## src/rtl/pic_uart_pkg.sv

```systemverilog
`default_nettype none
// ----------------------------------------------------------------------------
// Module   : pic_uart_pkg
// Brief    : Shared types, SFR bit positions and baud helpers for pic_uart.
// Revision : 1.0 - initial release
// ----------------------------------------------------------------------------
package pic_uart_pkg;

  typedef enum logic [1:0] {
    TX_STOP  = 2'd0,
    TX_START = 2'd1,
    TX_DATA  = 2'd2
  } tx_state_t;

  typedef enum logic [1:0] {
    RX_IDLE  = 2'd0,
    RX_START = 2'd1,
    RX_DATA  = 2'd2,
    RX_STOP  = 2'd3
  } rx_state_t;

  localparam int TXSTA_CSRC  = 7;
  localparam int TXSTA_TX9   = 6;
  localparam int TXSTA_TXEN  = 5;
  localparam int TXSTA_SYNC  = 4;
  localparam int TXSTA_BRGH  = 2;
  localparam int TXSTA_TRMT  = 1;
  localparam int TXSTA_TX9D  = 0;

  localparam int RCSTA_SPEN  = 7;
  localparam int RCSTA_RX9   = 6;
  localparam int RCSTA_SREN  = 5;
  localparam int RCSTA_CREN  = 4;
  localparam int RCSTA_ADDEN = 3;
  localparam int RCSTA_FERR  = 2;

  // Bits that software can actually store; everything else is derived or zero.
  localparam logic [7:0] TXSTA_WMASK = 8'((1 << TXSTA_CSRC) | (1 << TXSTA_TX9) |
                                          (1 << TXSTA_TXEN) | (1 << TXSTA_SYNC) |
                                          (1 << TXSTA_BRGH) | (1 << TXSTA_TX9D));
  localparam logic [7:0] RCSTA_WMASK = 8'((1 << RCSTA_SPEN) | (1 << RCSTA_RX9) |
                                          (1 << RCSTA_SREN) | (1 << RCSTA_CREN) |
                                          (1 << RCSTA_ADDEN));

  localparam logic [7:0] TXSTA_RST   = 8'h02;
  localparam int         BAUD_MUL_HI = 16;
  localparam int         BAUD_MUL_LO = 64;
  localparam int         BAUD_W      = 15;

  function automatic logic [BAUD_W-1:0] baud_period(input logic [7:0] spbrg,
                                                    input logic       brgh);
    logic [BAUD_W-1:0] div;
    div = BAUD_W'({1'b0, spbrg}) + BAUD_W'(1);
    return brgh ? div * BAUD_W'(BAUD_MUL_HI) : div * BAUD_W'(BAUD_MUL_LO);
  endfunction

endpackage
`default_nettype wire

```

## src/rtl/pic_uart_rx.sv

```systemverilog
`default_nettype none
// ----------------------------------------------------------------------------
// Module   : pic_uart_rx
// Brief    : 8N1 receiver with 2-flop synchroniser and mid-bit sampling.
// Revision : 1.0 - initial release
// ----------------------------------------------------------------------------
module pic_uart_rx
  import pic_uart_pkg::*;
(
  input  logic              clk,
  input  logic              rst,
  input  logic              rxd,
  input  logic              en,
  input  logic [BAUD_W-1:0] baud_n,
  output logic              done,
  output logic [7:0]        data,
  output logic              stop_bit
);

  logic              r_sync1;
  logic              r_sync2;
  logic              r_prev;
  rx_state_t         r_state;
  logic [BAUD_W-1:0] r_cnt;
  logic [2:0]        r_bit_idx;
  logic [7:0]        r_shift;

  logic [BAUD_W-1:0] w_half_last;
  logic [BAUD_W-1:0] w_full_last;

  assign w_half_last = (baud_n >> 1) - BAUD_W'(1);
  assign w_full_last = baud_n - BAUD_W'(1);
  assign done        = en && (r_state == RX_STOP) && (r_cnt == w_full_last);
  assign data        = r_shift;
  assign stop_bit    = r_sync2;

  always_ff @(posedge clk or negedge rst) begin
    if (!rst) begin
      r_sync1 <= 1'b1;
      r_sync2 <= 1'b1;
      r_prev  <= 1'b1;
    end else begin
      r_sync1 <= rxd;
      r_sync2 <= r_sync1;
      r_prev  <= r_sync2;
    end
  end

  always_ff @(posedge clk or negedge rst) begin
    if (!rst) begin
      r_state   <= RX_IDLE;
      r_cnt     <= '0;
      r_bit_idx <= 3'd0;
      r_shift   <= 8'h00;
    end else if (!en) begin
      r_state <= RX_IDLE;
      r_cnt   <= '0;
    end else begin
      case (r_state)
        RX_IDLE: begin
          r_cnt <= '0;
          if (r_prev && !r_sync2) r_state <= RX_START;
        end
        RX_START: begin
          // Half a bit in: a line that is high again was only a glitch.
          if (r_cnt == w_half_last) begin
            r_cnt <= '0;
            if (!r_sync2) begin
              r_state   <= RX_DATA;
              r_bit_idx <= 3'd0;
            end else begin
              r_state <= RX_IDLE;
            end
          end else begin
            r_cnt <= r_cnt + BAUD_W'(1);
          end
        end
        RX_DATA: begin
          if (r_cnt == w_full_last) begin
            r_cnt     <= '0;
            r_shift   <= {r_sync2, r_shift[7:1]};
            r_bit_idx <= r_bit_idx + 3'd1;
            if (r_bit_idx == 3'd7) r_state <= RX_STOP;
          end else begin
            r_cnt <= r_cnt + BAUD_W'(1);
          end
        end
        RX_STOP: begin
          if (r_cnt == w_full_last) begin
            r_cnt   <= '0;
            r_state <= RX_IDLE;
          end else begin
            r_cnt <= r_cnt + BAUD_W'(1);
          end
        end
        default: r_state <= RX_IDLE;
      endcase
    end
  end

endmodule
`default_nettype wire

```

## src/rtl/pic_uart.sv

```systemverilog
`default_nettype none
// ----------------------------------------------------------------------------
// Module   : pic_uart
// Brief    : PIC16F-style 8N1 UART with TXSTA/RCSTA/SPBRG/TXREG/RXREG SFRs.
// Revision : 1.0 - initial release
// ----------------------------------------------------------------------------
module pic_uart
  import pic_uart_pkg::*;
(
  input  logic       clk,
  input  logic       rst,
  output logic       UART_TXD,
  input  logic       UART_RXD,
  input  logic [7:0] reg_data_in,
  input  logic       txsta_reg_wr_en,
  output logic [7:0] txsta_reg_out,
  input  logic       rcsta_reg_wr_en,
  output logic [7:0] rcsta_reg_out,
  input  logic       spbrg_reg_wr_en,
  output logic [7:0] spbrg_reg_out,
  input  logic       txreg_reg_wr_en,
  output logic [7:0] txreg_reg_out,
  input  logic       rxreg_reg_wr_en,
  output logic [7:0] rxreg_reg_out,
  output logic       txif_set_en,
  output logic       rxif_set_en
);

  logic [7:0]        r_txsta;
  logic [7:0]        r_rcsta;
  logic [7:0]        r_spbrg;
  logic [7:0]        r_txreg;
  logic [7:0]        r_rxreg;
  logic              r_ferr;
  logic              r_rxif;
  logic              r_pending;
  logic              r_consumed;
  logic              r_tsr_full;
  logic [7:0]        r_tsr;
  logic              r_txd;
  tx_state_t         r_tx_state;
  logic [2:0]        r_bit_idx;
  logic [BAUD_W-1:0] r_baud_cnt;

  logic [BAUD_W-1:0] w_baud_n;
  logic              w_tick;
  logic              w_txen;
  logic              w_load;
  logic              w_rx_en;
  logic              w_rx_done;
  logic              w_rx_stop;
  logic [7:0]        w_rx_data;

  assign w_baud_n = baud_period(r_spbrg, r_txsta[TXSTA_BRGH]);
  assign w_tick   = (r_baud_cnt == '0);
  assign w_txen   = r_txsta[TXSTA_TXEN];
  assign w_load   = r_pending && !r_tsr_full && w_txen;
  assign w_rx_en  = r_rcsta[RCSTA_SPEN] && r_rcsta[RCSTA_CREN];

  assign UART_TXD      = r_txd;
  assign txsta_reg_out = (r_txsta & TXSTA_WMASK) | (8'(!r_tsr_full) << TXSTA_TRMT);
  assign rcsta_reg_out = r_rcsta | (8'(r_ferr) << RCSTA_FERR);
  assign spbrg_reg_out = r_spbrg;
  assign txreg_reg_out = r_txreg;
  assign rxreg_reg_out = r_rxreg;
  assign txif_set_en   = !r_pending;
  assign rxif_set_en   = r_rxif;

  always_ff @(posedge clk or negedge rst) begin
    if (!rst) begin
      r_txsta <= TXSTA_RST;
      r_rcsta <= 8'h00;
      r_spbrg <= 8'h00;
      r_txreg <= 8'h00;
      r_rxreg <= 8'h00;
      r_ferr  <= 1'b0;
      r_rxif  <= 1'b0;
    end else begin
      if (txsta_reg_wr_en) r_txsta <= reg_data_in & TXSTA_WMASK;
      if (rcsta_reg_wr_en) r_rcsta <= reg_data_in & RCSTA_WMASK;
      if (spbrg_reg_wr_en) r_spbrg <= reg_data_in;
      if (txreg_reg_wr_en) r_txreg <= reg_data_in;
      if (w_rx_done) begin
        r_rxreg <= w_rx_data;
        r_ferr  <= !w_rx_stop;
      end else if (rxreg_reg_wr_en) begin
        r_rxreg <= reg_data_in;
      end
      r_rxif <= w_rx_done;
    end
  end

  // The wrap compare is >= so a shrinking SPBRG/BRGH never strands the counter.
  always_ff @(posedge clk or negedge rst) begin
    if (!rst) begin
      r_baud_cnt <= '0;
    end else if (r_baud_cnt >= w_baud_n - BAUD_W'(1)) begin
      r_baud_cnt <= '0;
    end else begin
      r_baud_cnt <= r_baud_cnt + BAUD_W'(1);
    end
  end

  always_ff @(posedge clk or negedge rst) begin
    if (!rst) begin
      r_pending  <= 1'b0;
      r_consumed <= 1'b0;
    end else begin
      if (txreg_reg_wr_en) r_pending <= 1'b1;
      else if (r_consumed) r_pending <= 1'b0;
      r_consumed <= w_load;
    end
  end

  always_ff @(posedge clk or negedge rst) begin
    if (!rst) begin
      r_tx_state <= TX_STOP;
      r_txd      <= 1'b1;
      r_tsr_full <= 1'b0;
      r_tsr      <= 8'h00;
      r_bit_idx  <= 3'd0;
    end else if (!w_txen) begin
      r_tx_state <= TX_STOP;
      r_txd      <= 1'b1;
      r_tsr_full <= 1'b0;
    end else begin
      if (w_load) begin
        r_tsr      <= r_txreg;
        r_tsr_full <= 1'b1;
      end
      if (w_tick) begin
        case (r_tx_state)
          TX_STOP: begin
            if (r_tsr_full) begin
              r_tx_state <= TX_START;
              r_txd      <= 1'b0;
            end
          end
          TX_START: begin
            r_tx_state <= TX_DATA;
            r_bit_idx  <= 3'd0;
            r_txd      <= r_tsr[0];
            r_tsr      <= r_tsr >> 1;
          end
          TX_DATA: begin
            if (r_bit_idx == 3'd7) begin
              r_tx_state <= TX_STOP;
              r_txd      <= 1'b1;
              r_tsr_full <= 1'b0;
            end else begin
              r_bit_idx <= r_bit_idx + 3'd1;
              r_txd     <= r_tsr[0];
              r_tsr     <= r_tsr >> 1;
            end
          end
          default: r_tx_state <= TX_STOP;
        endcase
      end
    end
  end

  pic_uart_rx u_rx (
    .clk      (clk),
    .rst      (rst),
    .rxd      (UART_RXD),
    .en       (w_rx_en),
    .baud_n   (w_baud_n),
    .done     (w_rx_done),
    .data     (w_rx_data),
    .stop_bit (w_rx_stop)
  );

endmodule
`default_nettype wire

```

## config.mk

```make
export PLATFORM = sky130hd
export DESIGN_NAME = pic_uart
export DESIGN_NICKNAME = d
export VERILOG_FILES = /design/src/rtl/pic_uart_pkg.sv /design/src/rtl/pic_uart_rx.sv /design/src/rtl/pic_uart.sv
export SDC_FILE = /design/constraint.sdc
export NUM_CORES = 1
export LEC_CHECK = 0
export ABC_AREA = 1
export BUFFER_PORTS_ARGS = -buffer_cell sky130_fd_sc_hd__buf_2
export CAP_MARGIN = 0
export CORE_AREA = 2 2 116 118
export DETAILED_ROUTE_END_ITERATION = 7
export DIE_AREA = 0 0 118 120
export GPL_ROUTABILITY_DRIVEN = 0
export PLACE_DENSITY = 0.73
export SYNTH_ARGS = -nofsm -noshare
export SYNTH_HDL_FRONTEND = slang
export SYNTH_SLANG_ARGS = --single-unit
```

## constraint.sdc

```tcl
create_clock -name clk -period 3 [get_ports clk]
set_input_delay 0.15 -clock clk [delete_from_list [all_inputs] [get_ports clk]]
set_output_delay 0.15 -clock clk [all_outputs]
set_load 0.03 [all_outputs]
```

==> results_dict.tcl <==
set metrics [dict create \
    status "finished clean" \
    cts-root-buf "clkbuf_16" \
    synth_top_area_frac 0.397 \
    portBuffers 55 \
    critPathLaunchType "register" \
    cts_num_sinks 100 \
    synth_most_common_cell "nand2_1" \
    detailed_place_hpwl_um 10800 \
    drc 0 \
    dp_worst_setup_slack_ns -0.0475 \
    grt_pass1_wl_um 24500 \
    antenna_found_initial 0 \
    drive_gt1_frac 0.222 \
    drv_cap 0 \
    grt_pass1_vias 5168 \
    synth_common_cells "195 x nand2_1, 97 x nand3_1, 96 x dfrtp_1, 96 x inv_1, 60 x nor2_1" \
    synthesis.area_um2 6050 \
    worst_pin_slew_ns 0.738 \
    hold_ws_ns 0.0710 \
    peakVddDrop_mv 0.497 \
    viasPerCell 5.30 \
    clk_latency_ns 0.35 \
    cp_data_arrival_time_ns 3.09 \
    hold_depth 3 \
    postSynthAreaPerCell_um2 7.69 \
    die_h_um 120 \
    cts_buffer_depth 2 \
    cts-buffers-inserted 9 \
    grt_use_total 0.212 \
    core_um2 13000 \
    cts_tree "built" \
    htree_levels 3 \
    postRouteAntennaNets 0 \
    fin_nets 906 \
    totalWireLength_um 14800 \
    route.vias.total 5545 \
    ys_types 45 \
    worst_slack_ns 0.131 \
    fin_skew_ns 0.00859 \
    dr.pass1.iters 5 \
    ys_ff_latch 100 \
    diodes 0 \
    synth_area_leader_cell "dfrtp_1" \
    layout-area-overhead-vs-synth_pct 19.5 \
    min_period_over_period 0.956 \
    synth_edf_count 0 \
    crit_fanout 7 \
    synth.area.top_cells "dfrtp_1 40%, nand2_1 12%, nand3_1 8.0%" \
    fin_crit_ns 2.87 \
    leakagePower_uw 0.00354 \
    required_ns 3.22 \
    clk_pin_slew_worst_paths_ns 0.07 \
    wl_per_cell_um 14.1 \
    critical_path_class "register to register" \
    setup_viol 0 \
    max_freq_mhz 349 \
    placed_cell_area_um2 6640 \
    powerDensity_nw_per_um2 538 \
    stdcell_area_um2 7230 \
    hold_path.class "input port to register" \
    dieArea_um2 14200 \
    io_pins 59 \
    cp-end-kind "register" \
    synth_seq_area_share 0.414 \
    die_w_um 118 \
    grt_max_degree 59 \
    hold_viol 0 \
    grt-ovfl-total 0 \
    async_flop_share 1.00 \
    drt_iter0_drc 286 \
    synth-main-ff-cell "dfrtp_1" \
    initial_core_util 0.466 \
    relSlewSlack 0.508 \
    rows 42 \
    synthCells 787 \
    drv_slew 0 \
    n_fill_cell 1203 \
    reg2reg_depth 15 \
    ys_warn_count 0 \
]
==> flip-flops by register name, summed over array words and instances (netlist names), 2 cells and up <==
signal and flops:
r_rcsta 5, u_rx.r_cnt 15, u_rx.data 8, txreg_reg_out 8, u_rx.r_bit_idx 3, u_rx.r_state 2, rxreg_reg_out 8, r_baud_cnt 15
r_tx_state 2, spbrg_reg_out 8, r_tsr 8, r_bit_idx 3, r_txsta 6
==> through the flow <==
step	total power, uW	util	std cells	setup TNS [ns]
2_1_floorplan	2400	-	789	0
3_3_place_gp	2700	0.511	1020	0
3_5_place_dp	2720	0.511	1020	-0.163
4_1_cts	3830	0.537	1038	0
5_1_grt	4130	0.557	1047	-0.253
6_report	3890	0.557	1047	0
==> final cells by class <==
type | count | area (um2) | area share
Clock buffer | 11 | 233 | 0.0322
Timing Repair Buffer | 87 | 563 | 0.0778
Tap cell | 176 | 220 | 0.0304
Inverter | 99 | 372 | 0.0514
Clock inverter | 5 | 38.8 | 0.00536
Sequential cell | 100 | 2510 | 0.347
Multi-Input combinational cell | 569 | 3300 | 0.456
==> metal layers <==
layer	GRT usage	part of all wire	wire (um)	vias up
li1	-	-	-	2745
met1	0.279	0.45	6600	2609
met2	0.354	0.48	7090	169
met3	0.0485	0.059	873	22
met4	0.0550	0.014	210	0
met5	0	0	0	-
==> final timing paths <==
path / end / slack, ns / startpoint
hold / removal: txreg_reg_out[1] / 0.07 / reg_data_in[1]
setup / recovery: r_baud_cnt[10] / 0.13 / spbrg_reg_out[0]
min in group asynchronous: r_tsr[3] / 0.41 / rst
max in group asynchronous: UART_TXD / 1.84 / rst
hold reg to reg: u_rx.stop_bit / 0.36 / u_rx.r_sync1
setup reg to reg: r_baud_cnt[10] / 0.13 / spbrg_reg_out[0]
==> cell families after synthesis <==
group / after synthesis / synth area share
and+or+nand+nor: 439 / 0.339
xor gates and xnor gates: 13 / 0.0188
other: 1 / 0.000619
muxes: 10 / 0.0186
DFF: 100 / 0.414
adders and majority gates: 24 / 0.0496
AOI/OAI and AO/OA: 80 / 0.0775
buffers and inverters: 120 / 0.0819
==> cell usage in the layout, fill, tap and decap left out, drive strengths merged <==
cell type,instances
buf,85
o21ai,46
nor4,7
nor3,15
inv,100
o31ai,1
a31oi,2
o221ai,1
clkinvlp,1
o311ai,1
xor2,11
a211oi,1
clkinv,3
a21oi,14
o21bai,2
dfrtp,96
o21a,1
a32oi,6
nand3,104
clkbuf,11
o211ai,2
nor2,68
or2,4
dlygate4sd3,2
dfstp,4
a32o,2
and3,2
nand4,19
nand2,212
ha,24
conb,3
mux2,10
nor3b,8
o2111ai,1
xnor2,2
==> report_power, final <==
| group | switching, uW | internal, uW |
|---|---|---|
| sequential | 138 | 1500 |
| combinational | 754 | 413 |
| clock | 515 | 568 |
==> worst max-delay path, cell delays in order, from the launching register on <==
cell	delay (ns)
dfrtp_2	0.44
ha_4	0.26
nand2_2	0.06
ha_2	0.19
nand3_2	0.09
inv_2	0.08
nand3_1	0.13
nor2_4	0.19
nand2_2	0.08
nand2_4	0.08
nand2_4	0.07
ha_4	0.28
nand4_1	0.14
o311ai_4	0.39
buf_6	0.19
nor3b_1	0.05
==> repair_timing <==
item	in CTS	in global routing
endpoints found under the setup margin	8	48
hold buffers	2	0
setup buffers	0	9
pin swaps	1	10
resized for setup	6	45
hold endpoints to repair	55	0
(Power assumes the default switching activity.)
